$ cat src/rtl/pc_seq_pkg.sv
// Shared types and opcode constants for the PC sequencer.
// Holds the FSM state enum and the opcode encoding seen from the IR.
package pc_seq_pkg;

    localparam int OPC_W = 4;

    typedef enum logic [2:0] {
        IDLE,
        FETCH,
        DECODE,
        EXEC,
        MEM,
        WB,
        HALTED
    } state_t;

    localparam logic [OPC_W-1:0] OP_ALU   = 4'd0;
    localparam logic [OPC_W-1:0] OP_LOAD  = 4'd1;
    localparam logic [OPC_W-1:0] OP_STORE = 4'd2;
    localparam logic [OPC_W-1:0] OP_BEQ   = 4'd3;
    localparam logic [OPC_W-1:0] OP_JMP   = 4'd4;
    localparam logic [OPC_W-1:0] OP_HALT  = 4'd15;

endpackage

$ cat src/rtl/pc_sequencer_if.sv
// Bus bundle between the PC sequencer and its datapath neighbours.
// master: sequencer (drives requests/strobes/pc); slave: memories, IR, ALU.
interface pc_sequencer_if #(
    parameter int PC_W = 6
);
    import pc_seq_pkg::*;

    logic             start;
    logic             imem_req;
    logic             imem_ack;
    logic             ir_load;
    logic [OPC_W-1:0] opcode;
    logic             branch_taken;
    logic [PC_W-1:0]  target;
    logic             dmem_req;
    logic             dmem_we;
    logic             dmem_ack;
    logic             rf_we;
    logic [PC_W-1:0]  pc;
    logic             halted;

    modport master (
        input  start, imem_ack, opcode, branch_taken, target, dmem_ack,
        output imem_req, ir_load, dmem_req, dmem_we, rf_we, pc, halted
    );

    modport slave (
        output start, imem_ack, opcode, branch_taken, target, dmem_ack,
        input  imem_req, ir_load, dmem_req, dmem_we, rf_we, pc, halted
    );

endinterface

$ cat src/rtl/pc_reg.sv
// Program counter register: sync clear, load of a target, wrapping increment.
// Ports: clk, clr, load (priority), inc, d (target), q (pc).
module pc_reg #(
    parameter int PC_W = 6
) (
    input  logic            clk,
    input  logic            clr,
    input  logic            load,
    input  logic            inc,
    input  logic [PC_W-1:0] d,
    output logic [PC_W-1:0] q
);

    always_ff @(posedge clk) begin
        if (clr) begin
            q <= '0;
        end else if (load) begin
            q <= d;
        end else if (inc) begin
            // natural overflow gives modulo 2**PC_W
            q <= q + PC_W'(1);
        end
    end

endmodule

$ cat src/rtl/pc_sequencer.sv
// Multi-cycle control FSM: FETCH/DECODE/EXEC/MEM/WB sequencing and next-PC choice.
// Ports: clk, rst (sync, active high), bus (master side of pc_sequencer_if).
module pc_sequencer
    import pc_seq_pkg::*;
#(
    parameter int PC_W = 6
) (
    input  logic           clk,
    input  logic           rst,
    pc_sequencer_if.master bus
);

    state_t           state;
    state_t           state_nx;
    logic [OPC_W-1:0] op_q;
    logic             pc_load;
    logic             pc_inc;

    always_ff @(posedge clk) begin
        if (rst) begin
            state <= IDLE;
            op_q  <= '0;
        end else begin
            state <= state_nx;
            if (state == DECODE) begin
                op_q <= bus.opcode;
            end
        end
    end

    always_comb begin
        state_nx = state;
        pc_load  = 1'b0;
        pc_inc   = 1'b0;
        unique case (state)
            IDLE: begin
                if (bus.start) state_nx = FETCH;
            end
            FETCH: begin
                if (bus.imem_ack) state_nx = DECODE;
            end
            DECODE: begin
                // opcode is live here; EXEC onward uses op_q
                if (bus.opcode == OP_HALT) begin
                    state_nx = HALTED;
                end else if (bus.opcode == OP_JMP) begin
                    pc_load  = 1'b1;
                    state_nx = FETCH;
                end else begin
                    state_nx = EXEC;
                end
            end
            EXEC: begin
                case (op_q)
                    OP_ALU: state_nx = WB;
                    OP_LOAD,
                    OP_STORE: state_nx = MEM;
                    OP_BEQ: begin
                        pc_load  = bus.branch_taken;
                        pc_inc   = !bus.branch_taken;
                        state_nx = FETCH;
                    end
                    default: begin
                        pc_inc   = 1'b1;
                        state_nx = FETCH;
                    end
                endcase
            end
            MEM: begin
                if (bus.dmem_ack) begin
                    if (op_q == OP_STORE) begin
                        pc_inc   = 1'b1;
                        state_nx = FETCH;
                    end else begin
                        state_nx = WB;
                    end
                end
            end
            WB: begin
                pc_inc   = 1'b1;
                state_nx = FETCH;
            end
            HALTED: state_nx = HALTED;
            default: state_nx = IDLE;
        endcase
    end

    assign bus.imem_req = (state == FETCH);
    assign bus.ir_load  = (state == FETCH) && bus.imem_ack;
    assign bus.dmem_req = (state == MEM);
    assign bus.dmem_we  = (state == MEM) && (op_q == OP_STORE);
    assign bus.rf_we    = (state == WB);
    assign bus.halted   = (state == HALTED);

    pc_reg #(.PC_W(PC_W)) u_pc (
        .clk  (clk),
        .clr  (rst),
        .load (pc_load),
        .inc  (pc_inc),
        .d    (bus.target),
        .q    (bus.pc)
    );

endmodule

$ cat src/flat_wrapper.sv
// flat-port wrapper written by rule: the top's interface ports become plain ports
module pc_sequencer_flat import pc_seq_pkg::*;
#(
    parameter int PC_W = 6
)
  (clk, rst, bus_start, bus_imem_ack, bus_opcode, bus_branch_taken, bus_target, bus_dmem_ack, bus_imem_req, bus_ir_load, bus_dmem_req, bus_dmem_we, bus_rf_we, bus_pc, bus_halted);
  pc_sequencer_if #(.PC_W(PC_W)) bus_i ();
  input  logic clk;
  input  logic rst;
  input wire logic [$bits(bus_i.start)-1:0] bus_start;
  input wire logic [$bits(bus_i.imem_ack)-1:0] bus_imem_ack;
  input wire logic [$bits(bus_i.opcode)-1:0] bus_opcode;
  input wire logic [$bits(bus_i.branch_taken)-1:0] bus_branch_taken;
  input wire logic [$bits(bus_i.target)-1:0] bus_target;
  input wire logic [$bits(bus_i.dmem_ack)-1:0] bus_dmem_ack;
  output wire logic [$bits(bus_i.imem_req)-1:0] bus_imem_req;
  output wire logic [$bits(bus_i.ir_load)-1:0] bus_ir_load;
  output wire logic [$bits(bus_i.dmem_req)-1:0] bus_dmem_req;
  output wire logic [$bits(bus_i.dmem_we)-1:0] bus_dmem_we;
  output wire logic [$bits(bus_i.rf_we)-1:0] bus_rf_we;
  output wire logic [$bits(bus_i.pc)-1:0] bus_pc;
  output wire logic [$bits(bus_i.halted)-1:0] bus_halted;
  assign bus_i.start = bus_start;
  assign bus_i.imem_ack = bus_imem_ack;
  assign bus_i.opcode = bus_opcode;
  assign bus_i.branch_taken = bus_branch_taken;
  assign bus_i.target = bus_target;
  assign bus_i.dmem_ack = bus_dmem_ack;
  assign bus_imem_req = bus_i.imem_req;
  assign bus_ir_load = bus_i.ir_load;
  assign bus_dmem_req = bus_i.dmem_req;
  assign bus_dmem_we = bus_i.dmem_we;
  assign bus_rf_we = bus_i.rf_we;
  assign bus_pc = bus_i.pc;
  assign bus_halted = bus_i.halted;
  pc_sequencer #(.PC_W(PC_W)) u_core (.clk(clk), .rst(rst), .bus(bus_i));
endmodule
$ cat config.mk
export PLATFORM = sky130hd
export DESIGN_NAME = pc_sequencer_flat
export DESIGN_NICKNAME = d
export VERILOG_FILES = /design/src/rtl/pc_seq_pkg.sv /design/src/rtl/pc_sequencer_if.sv /design/src/rtl/pc_reg.sv /design/src/rtl/pc_sequencer.sv /design/src/flat_wrapper.sv
export SDC_FILE = /design/constraint.sdc
export NUM_CORES = 1
export LEC_CHECK = 0
export CAP_MARGIN = 20
export CORE_MARGIN = 5
export CORE_UTILIZATION = 45
export DETAILED_ROUTE_END_ITERATION = 7
export PLACE_DENSITY = 0.79
export SYNTH_ARGS = -nofsm -noshare
export SYNTH_HDL_FRONTEND = slang
export SYNTH_SLANG_ARGS = --single-unit
$ cat constraint.sdc
create_clock -name clk -period 1.7 [get_ports clk]
set_input_delay 0.34 -clock clk [delete_from_list [all_inputs] [get_ports clk]]
set_output_delay 0.34 -clock clk [all_outputs]
set_load 0.005 [all_outputs]
== Yosys cells after proc, flatten, opt, wreduce, memory -nomap -nowiden ==
Cells that the tools add are included.

* Reduce and logical (&&, ||, !) cells: 9
* Eq/ne operators: 14
* Multiplexer cells: 18
* Add/subtract/negate cells: 1

{| class="wikitable"
|+ Operators with widths
! operator !! number
|-
| $pmux W3 S7 || 1
|-
| $mux W3 || 5
|-
| $mux W6 || 2
|-
| $eq A3 B3 Y1 const B || 3
|-
| $eq A4 B2 Y1 const B || 2
|-
| $add A6 B1 Y6 const B || 1
|-
| $eq A3 B2 Y1 const B || 2
|-
| $ne A2 B2 Y1 const B || 3
|-
| $pmux W3 S2 || 1
|-
| $mux W1 || 5
|-
| $eq A4 B1 Y1 const B || 1
|-
| $eq A4 B3 Y1 const B || 1
|-
| $eq A4 B4 Y1 const B || 1
|-
| $logic_not A4 Y1 || 1
|-
| $pmux W1 S2 || 2
|-
| $eq A3 B1 Y1 const B || 1
|-
| $logic_not A3 Y1 || 1
|-
| $pmux W1 S3 || 1
|-
| $reduce_and A3 Y1 || 1
|-
| $reduce_or A3 Y1 || 1
|-
| $logic_and A1 B1 Y1 || 2
|-
| $mux W2 || 1
|-
| $reduce_bool A2 Y1 || 1
|-
| $reduce_or A2 Y1 || 1
|-
| $logic_not A1 Y1 || 1
|}

* Output and inout port bits: 12
* Bits in registers: 13

== Logic depth before layout (Yosys ltp) ==
Gate-level depths: netlist of the first run.

* Word-level depth: 6
* Mapped depth: 7
* Gate-level depth less buffers: 5

== Modules after synthesis ==
A second synthesis of the first run with hierarchy kept.

* Cells, all modules: 96
* Area total of the unflattened synthesis: 788.3 µm²

{| class="wikitable"
|+ By module, submodules not included
! module !! times used !! seq. area each (µm²) !! area each (µm²) !! cells an instance
|-
| pc_sequencer || 1 || 140.1 || 489.2 || 64
|-
| pc_reg || 1 || 120.1 || 299.0 || 32
|}

== Worst setup path after synthesis of the first run ==
OpenSTA, ideal clock, no wires.

* Kind: input port to flip-flop
* Start point: in bus_opcode[3]
* End point: reg u_core.u_pc.q[2]
* Stages: 6
* Arrival: 1.410 ns
* Setup time: 0.123 ns
* Setup slack: 0.168 ns
* Path through: or4b_4 > o32ai_2 > nand2_2 > buf_6 > nor2_1 > a211oi_2

* Word-level cells in the longest chain between the ends: 5
* Elaborated cells on any way between the ends: 7

{| class="wikitable"
|+ Ends and longest elaborated chain
! item !! line !! source
|-
| start: declaration || flat_wrapper.sv:12 || <nowiki>input wire logic [$bits(bus_i.opcode)-1:0] bus_opcode;</nowiki>
|-
| $eq A4 B3 Y1 || pc_sequencer.sv:46 || <nowiki>end else if (bus.opcode == OP_JMP) begin</nowiki>
|-
| $mux W1 || pc_sequencer.sv:46 ||
|-
| $mux W1 * || pc_sequencer.sv:44 || <nowiki>if (bus.opcode == OP_HALT) begin</nowiki>
|-
| $pmux W1 S2 * || pc_sequencer.sv:35 || <nowiki>unique case (state)</nowiki>
|-
| $mux W6 / $reduce_bool A2 Y1 (equally long branches) || -- ||
|-
| end signal: assignment || pc_reg.sv:21 || <nowiki>q <= q + PC_W'(1);</nowiki>
|-
| end: declaration || pc_reg.sv:11 || <nowiki>output logic [PC_W-1:0] q</nowiki>
|}

Mark *: on every way between the ends. The rest lies on a longest branch, timed or not.
A chain may end at the register's enable or synchronous reset.

== Worst setup path in the final report of the first run ==
* Start point: reg u_core.op_q[3]
* End point: reg u_core.u_pc.q[4]

* Word-level cells in the longest chain between the ends: 5
* Elaborated cells on any way between the ends: 13

{| class="wikitable"
|+ Ends and longest elaborated chain
! item !! line !! source
|-
| start: declaration || pc_sequencer.sv:15 || <nowiki>logic [OPC_W-1:0] op_q;</nowiki>
|-
| start signal: assignment || pc_sequencer.sv:26 || <nowiki>op_q <= bus.opcode;</nowiki>
|-
| $eq A4 B1 Y1, or another cell as far along || pc_sequencer.sv:54 || <nowiki>case (op_q)</nowiki>
|-
| $reduce_or A3 Y1 (no source line) / $mux W1 (equally long branches) || -- ||
|-
| $pmux W1 S2 / $mux W1 (equally long branches) || pc_sequencer.sv:54, pc_sequencer.sv:70 ||
|-
| $pmux W1 S3 || pc_sequencer.sv:35 ||
|-
| $reduce_bool A2 Y1 (no source line) || -- ||
|}

Several ways; a longest one is shown, not always the timed one.

==> impl_metrics.env, run 1 <==
export IMPL_status="finished, final reports clean"
export IMPL_yosysSeqAreaShare=0.292
export IMPL_seq_area_um2=278
export IMPL_leakagePower_nw=0.625
export IMPL_drive_gt1_frac=0.372
export IMPL_diodes=0
export IMPL_async_flop_share=0
export IMPL_top_layer="met4"
export IMPL_synth_edff_count=0
export IMPL_io_pins=28
export IMPL_ys_flop_type="dfxtp_1"
export IMPL_die_area_mm2=0.00297
export IMPL_avgRoutedWirePerCell_um=14.4
export IMPL_initial_core_util=0.464
export IMPL_yosys_area_top_type="dfxtp_1"
export IMPL_fillers=152
export IMPL_min_from="bus_opcode[2]"
export IMPL_slew_limit_headroom=0.723
export IMPL_finalCritPeriodShare=0.969
export IMPL_hold_class="in -> reg"
export IMPL_ant_nets=0
export IMPL_peakVddDrop_v=0.000472
export IMPL_synth_warnings=0
export IMPL_synth_most_common_cell="nor2_1"
export IMPL_core_region_area_mm2=0.00192
export IMPL_grt_usage=0.185
export IMPL_wl_met1_mm=1.04
export IMPL_fin_ws_ns=0.0531
export IMPL_cts_sinks=13
export IMPL_cp_end_kind="flop"
export IMPL_critical_path_max_fanout=8
export IMPL_h_tree_depth=1
export IMPL_grt_ovfl_total=0
export IMPL_grt_pass1_wl_mm=4.01
export IMPL_insertion_delay_ns=0.28
export IMPL_rsz0062_at_grt="yes"
export IMPL_cts_root_buffer="clkbuf_4"
export IMPL_grt_pass1_vias=973
export IMPL_synth_distinct_cells=43
export IMPL_dp_cells=167
export IMPL_synth_top_area_frac=0.292
export IMPL_fin_nets=163
export IMPL_drt_initial_drc_count=11
export IMPL_fin_skew_ns=0.00280
export IMPL_crit_path_start="u_core.op_q[3]"
export IMPL_hold_viol=0
export IMPL_r2r_start="u_core.op_q[3]"
export IMPL_die_h_um=54.5
export IMPL_cts_tree="done"
export IMPL_tightest_slew_ns=0.413
export IMPL_wl_mm=2.49
export IMPL_rows=16
export IMPL_wl_met3_um=155
export IMPL_synthTopCellsByArea="dfxtp_1 (29%), nor2_1 (5.9%), a211oi_2 (5.6%)"
export IMPL_syn_area_um2=892
export IMPL_ys_ff_latch=13
export IMPL_io_buffers=27
export IMPL_cp_data_required_time_ns=1.90
export IMPL_clockBufferDepth=2
export IMPL_numCtsBuffers=3
export IMPL_maxCapViolCount=0
export IMPL_multi_input_area_um2=666
export IMPL_grt_max_degree=11
export IMPL_grt_antenna_before_repair=0
export IMPL_clkSlewWorstSetupHoldPaths_ns=0.07
export IMPL_start_kind="flop"
export IMPL_syn_inst=100
export IMPL_path_class="reg -> reg"
export IMPL_syn_to_final_growth_pct=61.3
export IMPL_place_ws_ns=-0.387
export IMPL_synthesis_nets=117
export IMPL_max_freq_mhz=607
export IMPL_synth_common_cells="nor2_1 (14), dfxtp_1 (13), nand2_1 (6)"
export IMPL_power_density_mw_per_mm2=508
export IMPL_setup_viol=0
export IMPL_drc=0
export IMPL_drv_slew=0
export IMPL_globalplace_congestion=0.869
export IMPL_cts_hold_buf=0
export IMPL_num_vias=947
export IMPL_die_x_um=54.5
export IMPL_dp_hpwl_mm=1.90
export IMPL_avgSynthCellArea_um2=8.92
export IMPL_wl_met2_mm=1.26
export IMPL_first_pass_iters=4
export IMPL_stdcell_count=172
export IMPL_period_minus_slack_ns=1.65
export IMPL_crit_arrival_ns=1.85
export IMPL_avgViaCountPerCell=5.51
## worst paths after layout
path,to,slack (ns),depth (start not counted)
worst max-delay path,u_core.u_pc.q[4],0.05,5
worst min register to register,u_core.op_q[3],0.57,2
worst min-delay path,u_core.op_q[2],0.46,4
worst max register to register,u_core.u_pc.q[4],0.05,5
## final cells by class
class                      instances  share of cell area
clock buffer                       4              0.0183
inverter                           5              0.0130
multi-input combinational         78               0.463
sequential                        13               0.193
tap                               27              0.0235
timing repair buffer              45               0.290
## logic make-up after synthesis
group,after synthesis,synth area share
mux,5,0.0561
compound gates,25,0.236
buf+inv,10,0.0785
simple gates,41,0.275
fa+ha+maj,1,0.0140
xor+xnor,5,0.0491
flops,13,0.292
## metal layers
metal,vias up,global-route usage
met1,444,0.194
met4,0,0.0954
met3,4,0.0327
met5,-,0
met2,43,0.345
li1,456,-
## flip-flops by register name (all words and copies together), names as in the netlist
register / cells
u_core.op_q: 4
u_core.state: 3
u_core.u_pc.q: 6
## power breakdown
part	internal (mW)	switching, mW	leakage, nW
Sequential	0.316	0.0184	0.109
Combinational	0.116	0.0910	0.501
Clock	0.0911	0.0989	0.0150
Total	0.523	0.208	0.625
## timing repair
action | 4_1_cts | 5_1_grt
pin swaps | 5 | 10
setup buffers | 0 | 0
gates cloned | 1 | 0
gates resized for setup | 29 | 14
setup endpoints to repair | 12 | 8
## worst max-delay path: stages, from the launching register on
cell,delay (ns)
dfxtp_4,0.36
nor4b_4,0.35
a41o_4,0.34
o2111ai_2,0.16
xor2_1,0.17
a211oi_2,0.20
## per-stage QoR
step	hold WS (ns)	TNS, ns	cell area, um2	util	total power, mW
floorplan	0.405	0	892	-	0.430
CTS	0.553	-0.273	1380	0.719	0.737
detailed placement	0.568	-2.43	1280	0.666	0.530
global placement	0.531	-2.05	1280	0.666	0.525
global route	0.481	-0.0398	1440	0.749	0.772
finish	0.457	0	1440	0.749	0.731
## cells in the final DEF (no fill, tap or decap), types with 2 or more instances in the layout
cell type | netlist | final
dfxtp_1 | 13 | 7
inv_1 | 5 | 5
mux2i_1 | 5 | 5
and2_4 | 0 | 2
buf_4 | 0 | 17
nand2_1 | 6 | 6
nor2_2 | 0 | 5
nor2_1 | 14 | 8
or3_1 | 2 | 2
dlygate4sd2_1 | 0 | 4
nor3_2 | 1 | 2
dfxtp_2 | 0 | 2
xor2_1 | 4 | 4
a21oi_1 | 4 | 4
a211oi_2 | 4 | 4
clkbuf_4 | 0 | 3
o21ai_0 | 5 | 5
nand3_1 | 2 | 2
dfxtp_4 | 0 | 4
dlymetal6s2s_1 | 0 | 5
clkdlybuf4s50_1 | 0 | 17
Note: power is estimated with default switching activity, not from simulation.
==> run 2: changes to the inputs <==
==> constraint.sdc (replaced) <==
create_clock -name clk -period 1.7 [get_ports clk]
set_input_delay 0.425 -clock clk [delete_from_list [all_inputs] [get_ports clk]]
set_output_delay 0.425 -clock clk [all_outputs]
set_load 0.005 [all_outputs]
==> run 2 against run 1 <==
The run now ends with setup timing left. Sequential power barely moved. Sequential share of layout area fell by 0.42 points. Non-clock buffer count rose by 7. Cell count rose by 4.1%. Global-route usage rose by 3.3 points.
==> impl_metrics.env, run 2 (synthesis gave the netlist of run 1 again) <==
export IMPL_leakagePower_nw=0.611
export IMPL_r2r_start="u_core.op_q[3]"
export IMPL_drt_initial_drc_count=47
export IMPL_grt_pass1_wl_mm=4.64
export IMPL_violations="setup timing"
export IMPL_core_region_area_mm2=0.00192
export IMPL_busiest_layer="met2"
export IMPL_maxCapViolCount=0
export IMPL_cp_slowest_cell="dfxtp_2"
export IMPL_setup_viol=2
export IMPL_seq_area_um2=279
export IMPL_power_frac_seq=0.429
export IMPL_drc=0
export IMPL_final_cell_mix="buf_4 (21), clkdlybuf4s50_1 (16), nor2_1 (12), nand2_1 (6), dfxtp_2 (6)"
export IMPL_grt_ovfl_total=0
export IMPL_clockBufferDepth=2
export IMPL_top_register="u_core.u_pc.q"
export IMPL_layout_cells_most_common="buf_4"
export IMPL_hold_end="u_core.u_pc.q[1]"
export IMPL_die_x_um=54.5
export IMPL_grt_max_degree=13
export IMPL_cts_root_buffer="clkbuf_4"
export IMPL_h_tree_depth=1
export IMPL_diodes=0
export IMPL_combPwrFrac=0.310
export IMPL_critical_path_max_fanout=2
export IMPL_power_density_mw_per_mm2=526
export IMPL_fin_skew_ns=0.00688
export IMPL_fillers=146
export IMPL_r2r_end="u_core.u_pc.q[3]"
export IMPL_finalPower_uw=778
export IMPL_drive_gt1_frac=0.447
export IMPL_path_cells="nor4b_4 > buf_4 > and2_4 > buf_6"
export IMPL_first_pass_iters=4
export IMPL_grt_met3_usage=0.0409
export IMPL_clkSlewWorstSetupHoldPaths_ns=0.09
export IMPL_rrSetupSlack_ns=0
export IMPL_grt_usage=0.217
export IMPL_num_vias=1010
export IMPL_largest_reg_flops=6
export IMPL_cp_end_kind="primary output"
export IMPL_initial_core_util=0.464
export IMPL_io_buffers=27
export IMPL_io_pins=28
export IMPL_rsz0062_at_grt="yes"
export IMPL_insertion_delay_ns=0.29
export IMPL_drv_slew=0
export IMPL_path_class="reg -> out"
export IMPL_grt_use_met1=0.225
export IMPL_power_switching_uw=238
export IMPL_avgRoutedWirePerCell_um=15.8
export IMPL_numCtsBuffers=3
export IMPL_tightest_slew_ns=0.495
export IMPL_period_minus_slack_ns=1.73
export IMPL_critPathMaxStageDelay_ns=0.34
export IMPL_cp_data_required_time_ns=1.27
export IMPL_swShare=0.305
export IMPL_fin_nets=170
export IMPL_globalplace_congestion=0.881
export IMPL_hold_slack_ns=0.559
export IMPL_wl_mm=2.83
export IMPL_fin_ws_ns=-0.0330
export IMPL_grt_use_met2=0.424
export IMPL_hold_viol=0
export IMPL_r2r_cells=6
export IMPL_min_from="u_core.u_pc.q[1]"
export IMPL_grt_pass1_vias=1033
export IMPL_cts_tree="done"
export IMPL_place_ws_ns=-0.489
export IMPL_die_h_um=54.5
export IMPL_finalCritPeriodShare=1.02
export IMPL_p_clk_frac=0.261
export IMPL_internal_power_uw=540
export IMPL_avgViaCountPerCell=5.64
export IMPL_crit_arrival_ns=1.31
export IMPL_ant_nets=0
export IMPL_slew_limit_headroom=0.668
export IMPL_top_regs="u_core.u_pc.q x6, u_core.op_q x4, u_core.state x3"
export IMPL_grt_antenna_before_repair=0
export IMPL_cts_sinks=13
export IMPL_die_area_mm2=0.00297
export IMPL_dp_hpwl_mm=1.87
export IMPL_start_kind="flop"
export IMPL_final_util=0.769
export IMPL_cts_hold_buf=0
export IMPL_syn_to_final_growth_pct=65.6
export IMPL_rows=16
export IMPL_peakVddDrop_v=0.000466
export IMPL_multi_input_area_um2=654
export IMPL_max_freq_mhz=577
export IMPL_hold_class="reg -> reg"
export IMPL_whs_path_depth=2
export IMPL_status="complete, but fails checks"
## run 2: cell count changes in the layout (fill, tap and decap cells not counted), moves of 2 or more
cell and delta:
buf_4 +4, dfxtp_2 +4, dlymetal6s2s_1 -4, nor2_1 +4, nor2_2 -4, buf_6 +3
dfxtp_1 -3, clkbuf_2 +2
## run 2: power by group through the flow
| stage | combinational (mW) | clock (mW) | sequential [mW] |
|---|---|---|---|
| 2_1_floorplan | 0.0957 | 0 | 0.334 |
| 3_3_place_gp | 0.194 | 0 | 0.335 |
| 3_5_place_dp | 0.196 | 0 | 0.336 |
| 4_1_cts | 0.231 | 0.201 | 0.332 |
| 5_1_grt | 0.258 | 0.217 | 0.336 |
| 6_report | 0.241 | 0.203 | 0.334 |
## run 2: per-stage QoR
| step | area [um2] | std cells | TNS, ns |
|---|---|---|---|
| floorplan | 892 | 100 | 0 |
| global placement | 1290 | 169 | -2.92 |
| detailed placement | 1290 | 169 | -3.39 |
| CTS | 1460 | 178 | 0 |
| global route | 1480 | 179 | -0.337 |
| finish | 1480 | 179 | -0.0368 |
## run 2: timing repair
item                                    in CTS  in global routing
pin swaps                                   11                 13
buffers inserted                             4                  1
resized for setup                           47                  9
cloned                                       1                  0
endpoints found under the setup margin      12                 11
## run 2: area by class of cell
class / count / area share
Sequential cell: 13 / 0.189
Clock buffer: 3 / 0.0152
Tap cell: 27 / 0.0229
Timing Repair Buffer: 52 / 0.314
Inverter: 5 / 0.0127
Multi-Input combinational cell: 78 / 0.443
Clock inverter: 1 / 0.00339
## run 2: worst max path at each step
stage / slack, ns / startpoint / end / cells past startpoint
floorplan: 0.08 / bus_opcode[3] / u_core.u_pc.q[2] / 6
global placement: -0.43 / bus_opcode[3] / u_core.u_pc.q[1] / 6
detailed placement: -0.49 / bus_opcode[3] / u_core.u_pc.q[1] / 6
CTS: 0.0007 / u_core.state[1] / bus_dmem_we / 4
global route: -0.09 / u_core.op_q[3] / u_core.u_pc.q[4] / 6
finish: -0.03 / u_core.op_q[3] / bus_dmem_we / 4
## run 2: critical path, delay by kind of cell, from the launching register on
kind	cells	cell delay, ns
and+or+nand+nor	2	0.43
DFF	1	0.34
buffers and inverters	2	0.24
## run 2: layer usage
metal | wire (um) | up-vias
met5 | 0 | -
met3 | 158 | 11
met4 | 84 | 0
li1 | - | 471
met1 | 1130 | 486
met2 | 1460 | 42
